[src/rtl/pc_sequencer.sv]
// Program-counter sequencer: fetches 16-bit instructions, executes ALU/jump/halt
// classes, and keeps the latched ALU flags used by conditional jumps.
module pc_sequencer (
    input  logic        clk,
    input  logic        rst_n,
    input  logic        run,
    output logic        imem_req,
    output logic [7:0]  imem_addr,
    input  logic        imem_ack,
    input  logic [15:0] imem_data,
    input  logic        alu_z,
    input  logic        alu_n,
    input  logic        alu_c,
    input  logic        alu_v,
    output logic [7:0]  pc,
    output logic [15:0] ir,
    output logic        exec_en,
    output logic [3:0]  flags,
    output logic        halted
);

    localparam int unsigned PC_W   = 8;
    localparam int unsigned IR_W   = 16;
    localparam int unsigned OP_W   = 7;
    localparam int unsigned FLAG_W = 4;

    localparam logic [OP_W-1:0] OP_JMP = 7'h40;
    localparam logic [OP_W-1:0] OP_JEQ = 7'h41;
    localparam logic [OP_W-1:0] OP_JNE = 7'h42;
    localparam logic [OP_W-1:0] OP_JGT = 7'h43;
    localparam logic [OP_W-1:0] OP_JLT = 7'h44;
    localparam logic [OP_W-1:0] OP_JCS = 7'h45;
    localparam logic [OP_W-1:0] OP_HLT = 7'h7F;

    typedef enum logic [1:0] {
        IDLE  = 2'd0,
        FETCH = 2'd1,
        EXEC  = 2'd2,
        HALT  = 2'd3
    } state_t;

    state_t              state, state_nxt;
    logic [PC_W-1:0]     pc_nxt;
    logic [IR_W-1:0]     ir_nxt;
    logic [FLAG_W-1:0]   flags_nxt;
    logic                imem_req_nxt, exec_en_nxt, halted_nxt;

    logic [OP_W-1:0]     opcode;
    logic [PC_W-1:0]     lit;
    logic                is_jump, is_hlt, taken;

    // Reserved opcodes fall through to the ALU class.
    function automatic logic op_is_alu(input logic [OP_W-1:0] op);
        return !((op >= OP_JMP) && (op <= OP_JCS)) && (op != OP_HLT);
    endfunction

    assign opcode    = ir[15:9];
    assign lit       = ir[7:0];
    assign imem_addr = pc;

    // Jump decode; conditions look only at the latched flags {Z,N,C,V}.
    always_comb begin
        is_jump = 1'b0;
        taken   = 1'b0;
        is_hlt  = (opcode == OP_HLT);
        case (opcode)
            OP_JMP: begin is_jump = 1'b1; taken = 1'b1; end
            OP_JEQ: begin is_jump = 1'b1; taken = flags[3]; end
            OP_JNE: begin is_jump = 1'b1; taken = !flags[3]; end
            OP_JGT: begin is_jump = 1'b1; taken = !flags[3] && !flags[2]; end
            OP_JLT: begin is_jump = 1'b1; taken = flags[2]; end
            OP_JCS: begin is_jump = 1'b1; taken = flags[1]; end
            default: ;
        endcase
    end

    // Next-state and next-register values.
    always_comb begin
        state_nxt = state;
        pc_nxt    = pc;
        ir_nxt    = ir;
        flags_nxt = flags;
        case (state)
            IDLE: begin
                if (run) state_nxt = FETCH;
            end
            FETCH: begin
                if (imem_ack) begin
                    ir_nxt    = imem_data;
                    state_nxt = EXEC;
                end
            end
            EXEC: begin
                if (is_hlt) begin
                    state_nxt = HALT;
                end else begin
                    if (is_jump) begin
                        pc_nxt = taken ? lit : PC_W'(pc + PC_W'(1));
                    end else begin
                        flags_nxt = {alu_z, alu_n, alu_c, alu_v};
                        pc_nxt    = PC_W'(pc + PC_W'(1));
                    end
                    state_nxt = run ? FETCH : IDLE;
                end
            end
            HALT: begin
                if (!run) state_nxt = IDLE;
            end
            default: state_nxt = IDLE;
        endcase
    end

    // Moore outputs are registered from the next state so they align with it.
    always_comb begin
        imem_req_nxt = (state_nxt == FETCH);
        exec_en_nxt  = (state_nxt == EXEC) && op_is_alu(ir_nxt[15:9]);
        halted_nxt   = (state_nxt == HALT);
    end

    always_ff @(posedge clk or negedge rst_n) begin
        if (!rst_n) begin
            state    <= IDLE;
            pc       <= '0;
            ir       <= '0;
            flags    <= '0;
            imem_req <= 1'b0;
            exec_en  <= 1'b0;
            halted   <= 1'b0;
        end else begin
            state    <= state_nxt;
            pc       <= pc_nxt;
            ir       <= ir_nxt;
            flags    <= flags_nxt;
            imem_req <= imem_req_nxt;
            exec_en  <= exec_en_nxt;
            halted   <= halted_nxt;
        end
    end

endmodule

[config.mk]
export PLATFORM = sky130hd
export DESIGN_NAME = pc_sequencer
export DESIGN_NICKNAME = d
export VERILOG_FILES = /design/src/rtl/pc_sequencer.sv
export SDC_FILE = /design/constraint.sdc
export NUM_CORES = 1
export LEC_CHECK = 0
export CORE_UTILIZATION = 40
export DETAILED_ROUTE_END_ITERATION = 10
export PLACE_DENSITY_LB_ADDON = 0.15
export SLEW_MARGIN = 25
export SYNTH_ARGS = -nofsm -noshare
export SYNTH_HDL_FRONTEND = slang
export SYNTH_SLANG_ARGS = --single-unit
[constraint.sdc]
create_clock -name clk -period 1.4 [get_ports clk]
set_input_delay 0.14 -clock clk [delete_from_list [all_inputs] [get_ports clk]]
set_output_delay 0.14 -clock clk [all_outputs]
set_load 0.1 [all_outputs]
# Word level (Yosys, flattened, before mapping)
# Index checks and enable logic that the tools add are counted.
classes:
  addsub: 1
  n_lt_le_gt_ge: 2
  eq_ne: 14
  muxes: 12
  n_bitwise: 2
  reduce_logical: 12
op_table:
  columns: ["operator", "count"]
  rows:
  - ["$eq A7 B7 Y1 const B", 7]
  - ["$mux W16", 2]
  - ["$mux W8", 2]
  - ["$add A8 B1 Y8 const B", 1]
  - ["$eq A2 B2 Y1 const B", 4]
  - ["$mux W2", 4]
  - ["$pmux W2 S4", 1]
  - ["$ge A7 B7 Y1 const B", 1]
  - ["$le A7 B7 Y1 const B", 1]
  - ["$ne A7 B7 Y1 const B", 1]
  - ["$pmux W1 S6", 1]
  - ["$reduce_or A6 Y1", 1]
  - ["$eq A2 B1 Y1 const B", 2]
  - ["$logic_and A1 B1 Y1", 4]
  - ["$reduce_and A2 Y1", 2]
  - ["$logic_not A1 Y1", 3]
  - ["$reduce_and A3 Y1", 1]
  - ["$logic_not A2 Y1", 1]
  - ["$mux W1", 2]
  - ["$not A1 Y1", 2]
word_totals:
  reg_bits: 33

# Logic depth before layout (Yosys ltp)
# Gate-level depths: netlist of run 1.
logic_depth:
  ltp_word: 7
  depth_mapped: 7

# Worst setup path after synthesis of run 1
# Ideal clock, no wire load.
synth_timing:
  path_type: "flip-flop to flip-flop"
  start: "reg ir[11]"
  end: "reg flags[3]"
  arrival_time_ns: 2.152
  slack_ns: -0.878
  stages_incl_launch_ff: 6
  path_buffers: 1
  synth_period_minus_slack_ns: 2.278
  cell_sequence: "dfrtp_1 nand3_1 o21a_1 buf_4 nand2_2 mux2_2"
synth_between:
  elab_chain_cells: 5
  elab_cells_between_ends: 12
synth_lines:
  columns: ["item", "line_no", "source"]
  rows:
  - ["start: declaration", "16", "output logic [15:0] ir,"]
  - ["start signal: assignment", "132", "ir <= ir_nxt;"]
  - ["$eq A7 B7 Y1", "66", "case (opcode)"]
  - ["$reduce_or A6 Y1 (no line)", null, null]
  - ["$mux W1", "66", null]
  - ["$not A1 Y1 (no line)", null, null]
  - ["$reduce_and A3 Y1 (no line) (*)", null, null]
  - ["end signal: assignment", "133", "flags <= flags_nxt;"]
  - ["end: declaration", "18", "output logic [3:0] flags,"]
# Mark *: on every way between the ends. The rest lies on a longest branch, timed or not.
# A chain may end at the register's enable or synchronous reset.

# Worst setup path after layout of run 1
layout_timing:
  start: "reg ir[14]"
  end: "reg pc[5], in the netlist imem_addr[5]"
layout_between:
  elab_chain_cells: 4
  elab_cells_between_ends: 14
layout_lines:
  columns: ["item", "line_no", "source"]
  rows:
  - ["$eq A7 B7 Y1", "66", null]
  - ["$pmux W1 S6 or $reduce_or A6 Y1 (tied branches)", null, null]
  - ["$mux W8 or $mux W1 (tied branches)", "98, 66", null]
  - ["$mux W8", "97", "if (is_jump) begin"]
  - ["end signal: assignment", "131", "pc <= pc_nxt;"]
  - ["end: declaration", "15", "output logic [7:0] pc,"]
# Several ways; a longest one is shown, not always the timed one.

==> results.yml, run 1 <==
run_status:
  status: "finished with violations"
  violations: "negative setup slack"
synthesis:
  syn_avg_cell_area_um2: 11.2
  synth_xor_area_frac: 0
  synthSimpleGateAreaFrac: 0.142
  synth_cell_type_count: 35
  synthAdderAreaFrac: 0.00700
  ys_warn_count: 0
  synth_cells: 160
  yosys_register_bits: 33
  synth_compound_area_frac: 0.178
  ys_async_sr_fraction: 1.00
  synth_edf_count: 0
  syn_area_um2: 1790
  synth_top_cell_by_area: "dfrtp_1"
  synth_nets: 185
  yosysSeqAreaShare: 0.462
  synth_top_family_by_area: "compound AO/OA/AOI/OAI gates"
  yosysTopAreaCellShare: 0.462
  muxShareOfSynthArea: 0.132
  yosys-top-cells-area: "dfrtp_1, mux2_2, o211ai_1"
  synth_ff_type: "dfrtp_1"
timing:
  grt_setup_unrepaired: "yes"
  fin_skew_ns: 0.00628
  finalCritPeriodShare: 1.25
  report.final.setup_viol: 13
  setup_ws_ns: -0.348
  relSlewSlack: 0.743
  min_period_ns: 1.75
  finalHoldViolations: 0
  fmax_ghz: 0.572
  tightest_slew_ns: 0.385
  whs_ns: 0.235
  final-max-slew-violation-count: 0
finish:
  drive_gt1_frac: 0.524
  fin_util: 0.788
  area_delta_synth_final_pct: 82.6
  nets: 270
  final_cells: 296
  nFillCells: 261
  n_antenna_cell: 0
floorplan:
  coreArea_um2: 4140
  die_h_um: 68.9
  dieArea_um2: 4740
  ios: 63
  dieWidth_um: 68.9
  start_util: 0.431
  rows: 23
clock_network:
  clk_latency_ns: 0.28
  cts.clk_slew.worst_paths_ns: 0.07
  hold_buffers: 0
  cts_buffer_depth: 2
  cts_buffers: 5
  htreeDepth: 2
  cts-root-buf: "clkbuf_8"
  cts_sinks: 33
  cts_tree: "done"
routing:
  ant_nets: 0
  drt_iter0_markers: 101
  detail_route.wl_per_cell_um: 17.4
  drt_pass1_iterations: 4
  totalWireLength_um: 5140
  viasPerCell: 5.48
  vias: 1621
  remaining_drc_errors: 0
global_routing:
  grt_pass1_wl_um: 7730
  grt_max_degree: 34
  grt_antenna_before_repair: 0
  grt_pass1_vias: 1557
  grt-ovfl-total: 0
  grtUsageTotal: 0.227
critical_path:
  cp_max_fo: 5
  cp_slowest_stage_delay_ns: 0.48
  cpMostUsedCell: "o211ai_1"
  crit_path_end_kind: "flop"
  cpMaxStageDelayCell: "dfrtp_4"
  path_class: "flop to flop"
  required_ns: 1.54
  setup.worst_path.start_class: "flop"
  cp_top_family: "compound AO/OA/AOI/OAI gates"
  crit_chain: "nor4b_4, buf_4, o211ai_4, buf_6, o211ai_1, o211ai_1"
  worstPathArrival_ns: 1.89
  crit_buf_inv: 2
min_path:
  hold_path.class: "input port to asynchronous set/reset pin"
place:
  numPlacedInstances: 284
  pre_cts_slack_ns: -0.280
  port-buffer-count: 62
  place_hpwl_um: 3680
  globalplace.congestion: 0.759
flow_run:
  max-cap-violations: 0
-- repair_timing --
| action | in CTS | in global routing |
|---|---|---|
| gates resized for setup | 16 | 9 |
| setup endpoints to repair | 16 | 18 |
| gates cloned | 0 | 2 |
| pin swaps | 3 | 8 |
| setup buffers | 0 | 2 |
-- cell usage in the layout (no fill, tap or decap), types with 7 or more instances in the layout --
master | synthesis | final
dfrtp_1 | 33 | 15
mux2_2 | 21 | 17
dfrtp_2 | 0 | 11
inv_1 | 9 | 9
buf_12 | 0 | 42
buf_6 | 1 | 11
o211ai_1 | 18 | 18
dfrtp_4 | 0 | 7
buf_4 | 11 | 15
nor2_1 | 8 | 7
nand2_1 | 10 | 10
clkdlybuf4s50_1 | 0 | 23
-- cell type report --
class,instances,area [µm²],share of cell area
Multi-Input combinational cell,104,910,0.279
Tap cell,50,62.6,0.0192
Clock buffer,8,80.1,0.0245
Timing Repair Buffer,91,1310,0.400
Sequential cell,33,866,0.265
Inverter,10,40.0,0.0123
-- sequential cells by signal, summed over array words and instances, names as in the netlist --
signal     cells
halted         1
state          2
exec_en        1
imem_req       1
ir            16
imem_addr      8
flags          4
-- synth_stat cells (2+ instances only) --
master    instances
nor3_1            4
nand3_1           5
nand2b_1          2
o32a_1            5
nor2b_1           5
nor2_1            8
or2_2             2
buf_2             2
nand4_1           2
o21ai_0           2
mux2_2           21
nand2_1          10
inv_1             9
buf_4            11
o211ai_1         18
a21oi_1           2
o221ai_1          2
dfrtp_1          33
-- logic make-up after synthesis --
logic type               count (synthesis)
adder cells (fa/ha/maj)                  1
buffers and inverters                   24
AND/OR/NAND/NOR                         45
multiplexers                            21
AO/OA/AOI/OAI                           36
flip-flops                              33
-- metal layers --
metal / share of wire / GRT usage
met1: 0.41 / 0.280
met5: 0 / 0
met3: 0.045 / 0.0543
met4: 0.019 / 0.0765
met2: 0.53 / 0.385
-- per-stage QoR --
step           TNS [ns]  area [µm²]
5_1_grt           -3.99        3270
3_3_place_gp      -2.44        3060
6_report          -3.35        3270
3_5_place_dp      -3.12        3060
4_1_cts           -2.58        3210
2_1_floorplan     -4.72        1860
-- final timing paths --
kind                                from            to  slack (ns)  depth (start not counted)
setup reg to reg                  ir[14]  imem_addr[5]       -0.35                          6
min in group clk           imem_data[15]       exec_en        0.44                          2
hold / removal                     rst_n      flags[0]        0.24                          2
setup / recovery                  ir[14]  imem_addr[5]       -0.35                          6
hold reg to reg                    ir[8]         ir[8]        0.58                          1
max in group asynchronous          rst_n         ir[9]        0.96                          2
Power of run 1 is left out: the tool's default activity adds up to more than one toggle a clock period on the data nets, which glitch-free logic cannot reach.
==> inputs of run 2 (changes only) <==
Settings changed: CTS_CLUSTER_SIZE set to 12.
==> results of run 2 <==
Same layout as run 1: the final DEF is identical, and so are final timing and power.
Power of run 2 is left out for the same reason.
==> inputs of run 3 (changes only) <==
Clock period 1.4 ns to 1.5 ns, I/O delays scaled along.
==> results.yml, run 3 (synthesized netlist as in run 1, its figures left out) <==
floorplan:
  ios: 63
  dieWidth_um: 68.9
  dieArea_um2: 4740
  rows: 23
  die_h_um: 68.9
  coreArea_um2: 4140
  start_util: 0.431
finish:
  area_delta_synth_final_pct: 82.5
  mostFrequentLayoutCells: "buf_12, clkdlybuf4s50_1, buf_4, o211ai_1, mux2_2"
  final_common_cell: "buf_12"
  nFillCells: 258
  drive_gt1_frac: 0.547
  n_antenna_cell: 0
  largest_reg_flops: 16
  top_register: "ir"
  nets: 271
flow_run:
  max-cap-violations: 0
clock_network:
  cts_tree: "done"
  cts_buffers: 5
  cts_buffer_depth: 2
  cts-root-buf: "clkbuf_8"
  cts.clk_slew.worst_paths_ns: 0.07
  cts_sinks: 33
  hold_buffers: 0
  clk_latency_ns: 0.29
  htreeDepth: 2
global_routing:
  grt_use_met2: 0.375
  grt_pass1_wl_um: 7610
  grt-ovfl-total: 0
  grt_most_used_layer: "met2"
  use_met3: 0.0461
  grt_antenna_before_repair: 0
  grt_max_degree: 34
  grt_use_met1: 0.283
  grtUsageTotal: 0.221
  grt_pass1_vias: 1551
timing:
  tightest_slew_ns: 0.425
  finalHoldViolations: 0
  min_period_ns: 1.65
  report.final.setup_viol: 12
  final-max-slew-violation-count: 0
  fmax_ghz: 0.605
  fin_skew_ns: 0.00526
  finalCritPeriodShare: 1.10
  setup_ws_ns: -0.152
  tns_ns: -1.44
  relSlewSlack: 0.717
  grt_setup_unrepaired: "yes"
critical_path:
  rr_endpoint: "imem_addr[7]"
  required_ns: 1.66
  worstPathArrival_ns: 1.81
  path_class: "flop to flop"
  crit_path_end_kind: "flop"
  setup.worst_path.start_class: "flop"
  cp_max_fo: 6
  rrSetupSlack_ns: -0.15
  reg2reg_depth: 6
  r2r_start: "ir[14]"
place:
  place_hpwl_um: 3610
  pre_cts_slack_ns: -0.219
  port-buffer-count: 62
  globalplace.congestion: 0.737
routing:
  totalWireLength_um: 4970
  drt_iter0_markers: 89
  detail_route.wl_per_cell_um: 16.7
  viasPerCell: 5.46
  vias: 1623
  remaining_drc_errors: 0
  drt_pass1_iterations: 4
  ant_nets: 0
min_path:
  hold_path.class: "input port to asynchronous set/reset pin"
run_status:
  status: "finished with violations"
  violations: "negative setup slack"
run 3: worst max-delay path, cell delays in order, from the launching register on:
cell	delay, ns
dfrtp_4	0.49
nor4b_4	0.28
buf_4	0.19
o211ai_4	0.12
buf_4	0.17
o211ai_1	0.16
o211ai_1	0.11
run 3: layout make-up:
class                   count  area (µm²)  share of cell area
repair buffers             92        1280               0.393
multi-input cells         104         927               0.284
flip-flops and latches     33         866               0.265
clock buffers               5        68.8              0.0211
well taps                  50        62.6              0.0192
inverters                  10        37.5              0.0115
clock inverters             3        17.5             0.00537
run 3: worst max-delay path by stage:
stage / startpoint / end / slack [ns]
floorplan: ir[10] / imem_addr[6] / -0.34
global placement: ir[14] / imem_addr[5] / -0.15
detailed placement: ir[14] / imem_addr[7] / -0.22
CTS: ir[13] / imem_addr[7] / -0.18
global route: ir[14] / imem_addr[7] / -0.22
finish: ir[14] / imem_addr[7] / -0.15
run 3: what timing repair did:
action / in CTS / in global routing
setup endpoints to repair: 14 / 14
setup buffers: 0 / 3
pin swaps: 9 / 11
cloned: 1 / 1
resized for setup: 12 / 9
run 3: per-layer routing:
metal  routed length (µm)  vias to the layer above  part of all wire
li1                     -                      758                 -
met1                 2010                      795              0.40
met2                 2620                       57              0.53
met3                  240                       13             0.048
met4                   98                        0             0.020
met5                    0                        -                 0
run 3: metrics by stage:
stage | cells | cell area, µm² | util | hold WS, ns
final | 297 | 3260 | 0.787 | 0.266
after global routing | 297 | 3260 | 0.787 | 0.326
after CTS | 293 | 3200 | 0.771 | 0.289
after detailed placement | 284 | 3050 | 0.735 | 0.564
after global placement | 284 | 3050 | 0.735 | 0.557
after floorplan | 160 | 1860 | - | -0.146
Power of run 3 is left out for the same reason.
